$ cat config.mk
export PLATFORM = sky130hd
export DESIGN_NAME = card_mem_port_arbiter
export DESIGN_NICKNAME = d
export VERILOG_FILES = /design/src/rtl/card_mem_port_arbiter_pkg.sv /design/src/rtl/card_mem_port_arbiter_rd_lat_pipe.sv /design/src/rtl/card_mem_port_arbiter.sv
export SDC_FILE = /design/constraint.sdc
export NUM_CORES = 1
export LEC_CHECK = 0
export ABC_AREA = 1
export CAP_MARGIN = 20
export CORE_UTILIZATION = 45
export DETAILED_ROUTE_END_ITERATION = 16
export PLACE_DENSITY = 0.84
export SLEW_MARGIN = 15
export SYNTH_ARGS = -nofsm -noshare
export SYNTH_HDL_FRONTEND = slang
export SYNTH_SLANG_ARGS = --single-unit
$ cat constraint.sdc
create_clock -name Clk -period 2.8 [get_ports Clk]
set_input_delay 0.56 -clock Clk [delete_from_list [all_inputs] [get_ports Clk]]
set_output_delay 0.56 -clock Clk [all_outputs]
set_load 0.01 [all_outputs]
$ cat src/rtl/card_mem_port_arbiter_pkg.sv
// -----------------------------------------------------------------------------
// card_mem_port_arbiter_pkg
// Shared definitions for the card memory port-B arbiter: card word geometry,
// field bit positions, the word written by the board-clear sweep, and the
// arbiter state encoding.
// No ports (package).
// -----------------------------------------------------------------------------
package card_mem_port_arbiter_pkg;

  localparam int CARD_AW   = 4;
  localparam int CARD_DW   = 6;
  localparam int NUM_CARDS = 16;

  // Card word layout: [5]=removed, [4]=face-down, [3:0]=value
  localparam int REMOVED  = 5;
  localparam int FACEDOWN = 4;

  // Cleared card: face-down, value 0, not removed
  localparam logic [CARD_DW-1:0] CARD_CLR_WORD = CARD_DW'(1) << FACEDOWN;

  typedef enum logic {
    ST_IDLE,
    ST_CLEAR
  } arb_state_e;

  function automatic logic card_is_removed(input logic [CARD_DW-1:0] word);
    return word[REMOVED];
  endfunction

endpackage

$ cat src/rtl/card_mem_port_arbiter_rd_lat_pipe.sv
// -----------------------------------------------------------------------------
// rd_lat_pipe
// Valid-token shift register matching the card RAM read latency. A token
// entering on tok_in (the cycle a read address is on the RAM bus) leaves on
// tok_out exactly DEPTH cycles later, when the RAM data is on mem_dout.
// Ports:
//   Clk      in   system clock
//   Reset    in   synchronous active-high, flushes all tokens
//   tok_in   in   read issued this cycle
//   tok_out  out  read data valid this cycle
// -----------------------------------------------------------------------------
module rd_lat_pipe #(
  parameter int DEPTH = 1
) (
  input  logic Clk,
  input  logic Reset,
  input  logic tok_in,
  output logic tok_out
);

  logic [DEPTH-1:0] vld_p;

  always_ff @(posedge Clk) begin
    if (Reset) begin
      vld_p <= '0;
    end else begin
      vld_p[0] <= tok_in;
      for (int i = 1; i < DEPTH; i++) begin
        vld_p[i] <= vld_p[i-1];
      end
    end
  end

  assign tok_out = vld_p[DEPTH-1];

endmodule

$ cat src/rtl/card_mem_port_arbiter.sv
// -----------------------------------------------------------------------------
// card_mem_port_arbiter
// Owns port B of the 16 x 6-bit card RAM and shares it between the built-in
// board-clear sweep, gameplay writes and cursor-card reads. All RAM-side
// outputs and acks are registered: a request seen at a clock edge is issued
// on the RAM bus (and acked) in the following cycle. Writes are capped at
// WR_BURST consecutive grants while a read is waiting.
// Ports:
//   Clk, Reset                  clock, synchronous active-high reset
//   clr_start / clr_busy / clr_done   board-clear control and status
//   wr_req, wr_addr, wr_data / wr_ack  write requester (req held until ack)
//   rd_req, rd_addr / rd_ack          read requester (req held until ack)
//   rd_valid, rd_data                 read return, RD_LAT cycles after rd_ack
//   mem_we, mem_addr, mem_din, mem_dout  RAM port B
// -----------------------------------------------------------------------------
module card_mem_port_arbiter
  import card_mem_port_arbiter_pkg::*;
#(
  parameter int              AW       = CARD_AW,
  parameter int              DW       = CARD_DW,
  parameter int              RD_LAT   = 1,
  parameter int              WR_BURST = 3,
  parameter logic [DW-1:0]   CLR_WORD = CARD_CLR_WORD
) (
  input  logic          Clk,
  input  logic          Reset,
  input  logic          clr_start,
  output logic          clr_busy,
  output logic          clr_done,
  input  logic          wr_req,
  input  logic [AW-1:0] wr_addr,
  input  logic [DW-1:0] wr_data,
  output logic          wr_ack,
  input  logic          rd_req,
  input  logic [AW-1:0] rd_addr,
  output logic          rd_ack,
  output logic          rd_valid,
  output logic [DW-1:0] rd_data,
  output logic          mem_we,
  output logic [AW-1:0] mem_addr,
  output logic [DW-1:0] mem_din,
  input  logic [DW-1:0] mem_dout
);

  localparam int            BW        = $clog2(WR_BURST + 1);
  localparam logic [AW-1:0] LAST_ADDR = AW'(NUM_CARDS - 1);

  arb_state_e    state, state_nx;
  logic [BW-1:0] burst, burst_nx;
  logic          we_nx;
  logic [AW-1:0] addr_nx;
  logic [DW-1:0] din_nx;
  logic          wr_ack_nx, rd_ack_nx, busy_nx, done_nx;
  logic [DW-1:0] rd_hold;

  // Next-state and next-output decode. The sweep reuses mem_addr as its
  // address counter; it stops at LAST_ADDR rather than wrapping.
  always_comb begin
    state_nx  = state;
    burst_nx  = burst;
    we_nx     = 1'b0;
    addr_nx   = mem_addr;
    din_nx    = mem_din;
    wr_ack_nx = 1'b0;
    rd_ack_nx = 1'b0;
    busy_nx   = 1'b0;
    done_nx   = 1'b0;

    case (state)
      ST_IDLE: begin
        if (clr_start) begin
          // Clear outranks any pending request; requests keep waiting.
          state_nx = ST_CLEAR;
          we_nx    = 1'b1;
          addr_nx  = '0;
          din_nx   = CLR_WORD;
          busy_nx  = 1'b1;
        end else if (wr_req && (!rd_req || burst < BW'(WR_BURST))) begin
          we_nx     = 1'b1;
          addr_nx   = wr_addr;
          din_nx    = wr_data;
          wr_ack_nx = 1'b1;
          // Only writes that overtake a waiting read count toward the cap.
          if (rd_req) burst_nx = burst + 1'b1;
        end else if (rd_req) begin
          addr_nx   = rd_addr;
          rd_ack_nx = 1'b1;
          burst_nx  = '0;
        end else begin
          burst_nx = '0;
        end
      end

      ST_CLEAR: begin
        // clr_start is ignored here: a running sweep is never restarted.
        if (mem_addr == LAST_ADDR) begin
          state_nx = ST_IDLE;
          done_nx  = 1'b1;
        end else begin
          we_nx   = 1'b1;
          addr_nx = mem_addr + 1'b1;
          din_nx  = CLR_WORD;
          busy_nx = 1'b1;
        end
      end

      default: state_nx = ST_IDLE;
    endcase
  end

  // ---- grant stage: registered RAM bus and acks ----
  always_ff @(posedge Clk) begin
    if (Reset) begin
      state    <= ST_IDLE;
      burst    <= '0;
      mem_we   <= 1'b0;
      mem_addr <= '0;
      mem_din  <= '0;
      wr_ack   <= 1'b0;
      rd_ack   <= 1'b0;
      clr_busy <= 1'b0;
      clr_done <= 1'b0;
    end else begin
      state    <= state_nx;
      burst    <= burst_nx;
      mem_we   <= we_nx;
      mem_addr <= addr_nx;
      mem_din  <= din_nx;
      wr_ack   <= wr_ack_nx;
      rd_ack   <= rd_ack_nx;
      clr_busy <= busy_nx;
      clr_done <= done_nx;
    end
  end

  // ---- read return: token follows the RAM latency ----
  rd_lat_pipe #(
    .DEPTH (RD_LAT)
  ) u_rd_lat_pipe (
    .Clk     (Clk),
    .Reset   (Reset),
    .tok_in  (rd_ack),
    .tok_out (rd_valid)
  );

  // mem_dout is only guaranteed during the rd_valid cycle, so it is passed
  // straight through then and captured for the hold period that follows.
  always_ff @(posedge Clk) begin
    if (Reset) begin
      rd_hold <= '0;
    end else if (rd_valid) begin
      rd_hold <= mem_dout;
    end
  end

  assign rd_data = rd_valid ? mem_dout : rd_hold;

endmodule

==> out/qor.log <==
qor: status.outcome completed
qor: timing.report.final.slew_viol_count 0
qor: synth.yosys_warnings 0
qor: clocking.worst_setup_hold_path_clk_slew 0.12 ns
qor: place.post-dp-hpwl 2.11 mm
qor: clocking.postCtsSetupRepairBufs 0
qor: synth.yosys_register_bits 24
qor: global_routing.first_global_vias 1077
qor: timing.worstMarginPinSlew 0.363 ns
qor: clocking.cts_resized 0
qor: clocking.clockRootBuffer clkbuf_4
qor: timing.layout_setup_ws 0.531 ns
qor: cells_and_area.final_core_util 71.6%
qor: critical_path.worstSetupEndpointType primary output
qor: critical_path.path_delay_family buffers and inverters
qor: critical_path.worst-r2r-setup-slack 1.32 ns
qor: route.wl 2.73 mm
qor: timing.post-route-period-util 81.0%
qor: floorplanning.std_cell_rows 17
qor: critical_path.setup_cp_type in -> out
qor: synth.yosys.cell_types.count 19
qor: floorplanning.fp.coreArea 2280 um2
qor: critical_path.worst_r2r_path_depth 8
qor: critical_path.reg_to_reg_start burst[0]
qor: clocking.clock_sink_count 24
qor: min_path.holdPathEnd u_rd_lat_pipe.tok_out
qor: timing.maxClockFrequency 441 MHz
qor: timing.max_slew_margin 75.7%
qor: route.route.vias.total 1201
qor: clocking.cts_tree yes
qor: critical_path.worstPathBufferInverterCount 2
qor: timing.tns 0 ns
qor: clocking.clk-insertion-delay-late 0.31 ns
qor: min_path.min_path_cells 2
qor: power.power.ir.vdd_worst 0.384 mV
qor: global_routing.grt_antenna_before_repair 0
qor: floorplanning.fp.dieH 51.7 um
qor: timing.number_of_setup_violations_in_the_final_report 0
qor: global_routing.overflow_left_after_global_routing 0
qor: timing.hold_violations 0
qor: synth.synthCells 161
qor: flow_run.drv_cap 0
qor: timing.timing.clock.skew 0.00325 ns
qor: critical_path.critPathMaxFanout 2
qor: timing.final.min_clock_period 2.27 ns
qor: timing.setup_repair_after_global_routing_missed_its_margin false
qor: clocking.clock_tree.buffer_depth 2
qor: place.gpl.final_weighted_congestion 0.775
qor: clocking.cts_hold_repair_buffers 0
qor: critical_path.critical_path.max_stage_delay 0.53 ns
qor: clocking.number_of_h_tree_levels 1
qor: floorplanning.ios 47
qor: route.detail_route.vias_per_cell 5.07
qor: global_routing.total_grt_usage 22.0%
qor: route.initialDrtViolationCount 58
qor: power.power_density 417 nW/um2
qor: route.routed_wire_length_per_instance 11.5 um
qor: floorplanning.die_w 51.7 um
qor: synth.synth_area 1110 um2
qor: place.place_area 1590 um2
qor: route.route.antenna.remaining_nets 0
qor: critical_path.reg2reg_to mem_din[4]
qor: route.firstDrtPassIters 4
qor: floorplanning.initial_utilization 48.8%
qor: clocking.cts-buffers-inserted 3
qor: synth.synth_nets 188
qor: synth.synth-seq-area-share 43.3%
qor: place.pre_cts_ws 0.544 ns
qor: cells_and_area.area_growth 46.8%
qor: floorplanning.die_area 2670 um2
qor: critical_path.crit_path_cell_trace clkdlybuf4s50_1 > nand2_1 > nand2_1 > clkdlybuf4s50_1
qor: cells_and_area.drive_above_1_share 5.26%
qor: min_path.hold_class reg -> reg
qor: critical_path.cell_with_the_biggest_individual_delay_on_the_critical_path clkdlybuf4s50_1
qor: route.remaining_drc_errors 0
qor: synth.synth_area_per_inst 6.89 um2
qor: min_path.hold_path_startpoint rd_ack
qor: cells_and_area.nets 237
qor: cells_and_area.antennaDiodeCount 0
qor: critical_path.worst-endpoint-required 2.24 ns
qor: critical_path.arrival 1.71 ns
qor: timing.hold_ws 0.443 ns
qor: global_routing.grt_pass1_wl 4.37 mm
qor: cells_and_area.postLayoutCellArea 1630 um2
qor: critical_path.start_kind input pin
qor: global_routing.grt_max_degree 15
qor: place.io_buffer_count 46
qor: power.power.leakage 0.756 nW
[synth_stat cells]
| master | instances | share of area [%] |
|---|---|---|
| nand2_4 | 2 | 2.0 |
| ha_1 | 2 | 2.3 |
| nand2_2 | 1 | 0.56 |
| nand2_1 | 46 | 16 |
| nand3_1 | 15 | 6.8 |
| inv_1 | 20 | 6.8 |
| a21oi_1 | 8 | 3.6 |
| o21ai_1 | 1 | 0.45 |
| nor3_1 | 2 | 0.90 |
| o21ai_0 | 9 | 4.1 |
| nand4_1 | 2 | 1.1 |
| buf_6 | 1 | 1.0 |
| nand3b_1 | 2 | 1.4 |
| buf_2 | 1 | 0.45 |
| clkbuf_1 | 1 | 0.34 |
| inv_2 | 1 | 0.34 |
| dfxtp_1 | 24 | 43 |
| nor2_4 | 2 | 2.0 |
| nor2_1 | 21 | 7.1 |
[placed cells by master (no fill, tap or decap), types with 3 or more instances in the layout]
cell	instances
a21oi_1	8
nor2_1	21
clkdlybuf4s50_1	46
o21ai_0	9
nand3_1	15
dfxtp_1	24
inv_1	20
nand2_1	46
clkbuf_4	3
[worst max path at each step]
stage                     depth (start not counted)                   from         end  slack [ns]
after global placement                            4            mem_dout[5]  rd_data[5]        0.56
after CTS                                         4            mem_dout[2]  rd_data[2]        0.54
after floorplan                                   3  u_rd_lat_pipe.tok_out  rd_data[0]        1.48
after global routing                              4            mem_dout[3]  rd_data[3]        0.49
final                                             4            mem_dout[2]  rd_data[2]        0.53
after detailed placement                          4            mem_dout[2]  rd_data[2]        0.54
[cells by family (layout without fill, tap and decap cells)]
group           Yosys count  in the layout  synth area share, %
compound gates           18             18                 8.12
flops                    24             24                 43.3
fa+ha+maj                 2              2                 2.25
simple gates             93             93                 37.4
buf+inv                  24             72                 8.91
[per-layer routing]
metal | wire length (um) | up-vias | GRT usage, %
met5 | 0 | - | 0
met4 | 76 | 0 | 10.8
met3 | 184 | 11 | 3.51
met2 | 1360 | 52 | 41.6
met1 | 1100 | 532 | 23.2
li1 | - | 606 | -
[flip-flops by register name (all words and copies together), names as in the netlist]
register	cells
mem_we	1
mem_addr	4
mem_din	6
clr_done	1
u_rd_lat_pipe.tok_out	1
burst	2
state	1
rd_hold	6
rd_ack	1
wr_ack	1
[worst register-to-register path: stages (launching register included)]
cell and delay [ns]:
dfxtp_1 0.38, ha_1 0.19, nand2_1 0.12, nand2_2 0.17, nand2_1 0.11, nand2_4 0.14, inv_1 0.05, o21ai_0 0.16
nor2_1 0.06
[area by class of cell]
cell class	instances	area, um2
fillers	181	647
multi-input cells	113	531
flip-flops and latches	24	480
repair buffers	47	468
inverters	21	78.8
clock buffers	4	36.3
well taps	28	35.0
[metrics by stage]
stage / power (W) / instances
final: 0.000680 / 237
after global routing: 0.000715 / 237
after CTS: 0.000683 / 237
after detailed placement: 0.000509 / 233
after global placement: 0.000504 / 233
after floorplan: 0.000434 / 161
[power by group]
| group | total [W] | internal, W | leakage (nW) | switching [W] |
|---|---|---|---|---|
| Sequential | 0.000370 | 0.000356 | 0.196 | 0.0000140 |
| Clock | 0.000178 | 0.0000794 | 0.0210 | 0.0000981 |
| Combinational | 0.000132 | 0.0000728 | 0.539 | 0.0000594 |
| Total | 0.000680 | 0.000508 | 0.756 | 0.000172 |
Power figures use the tool's default switching activity.
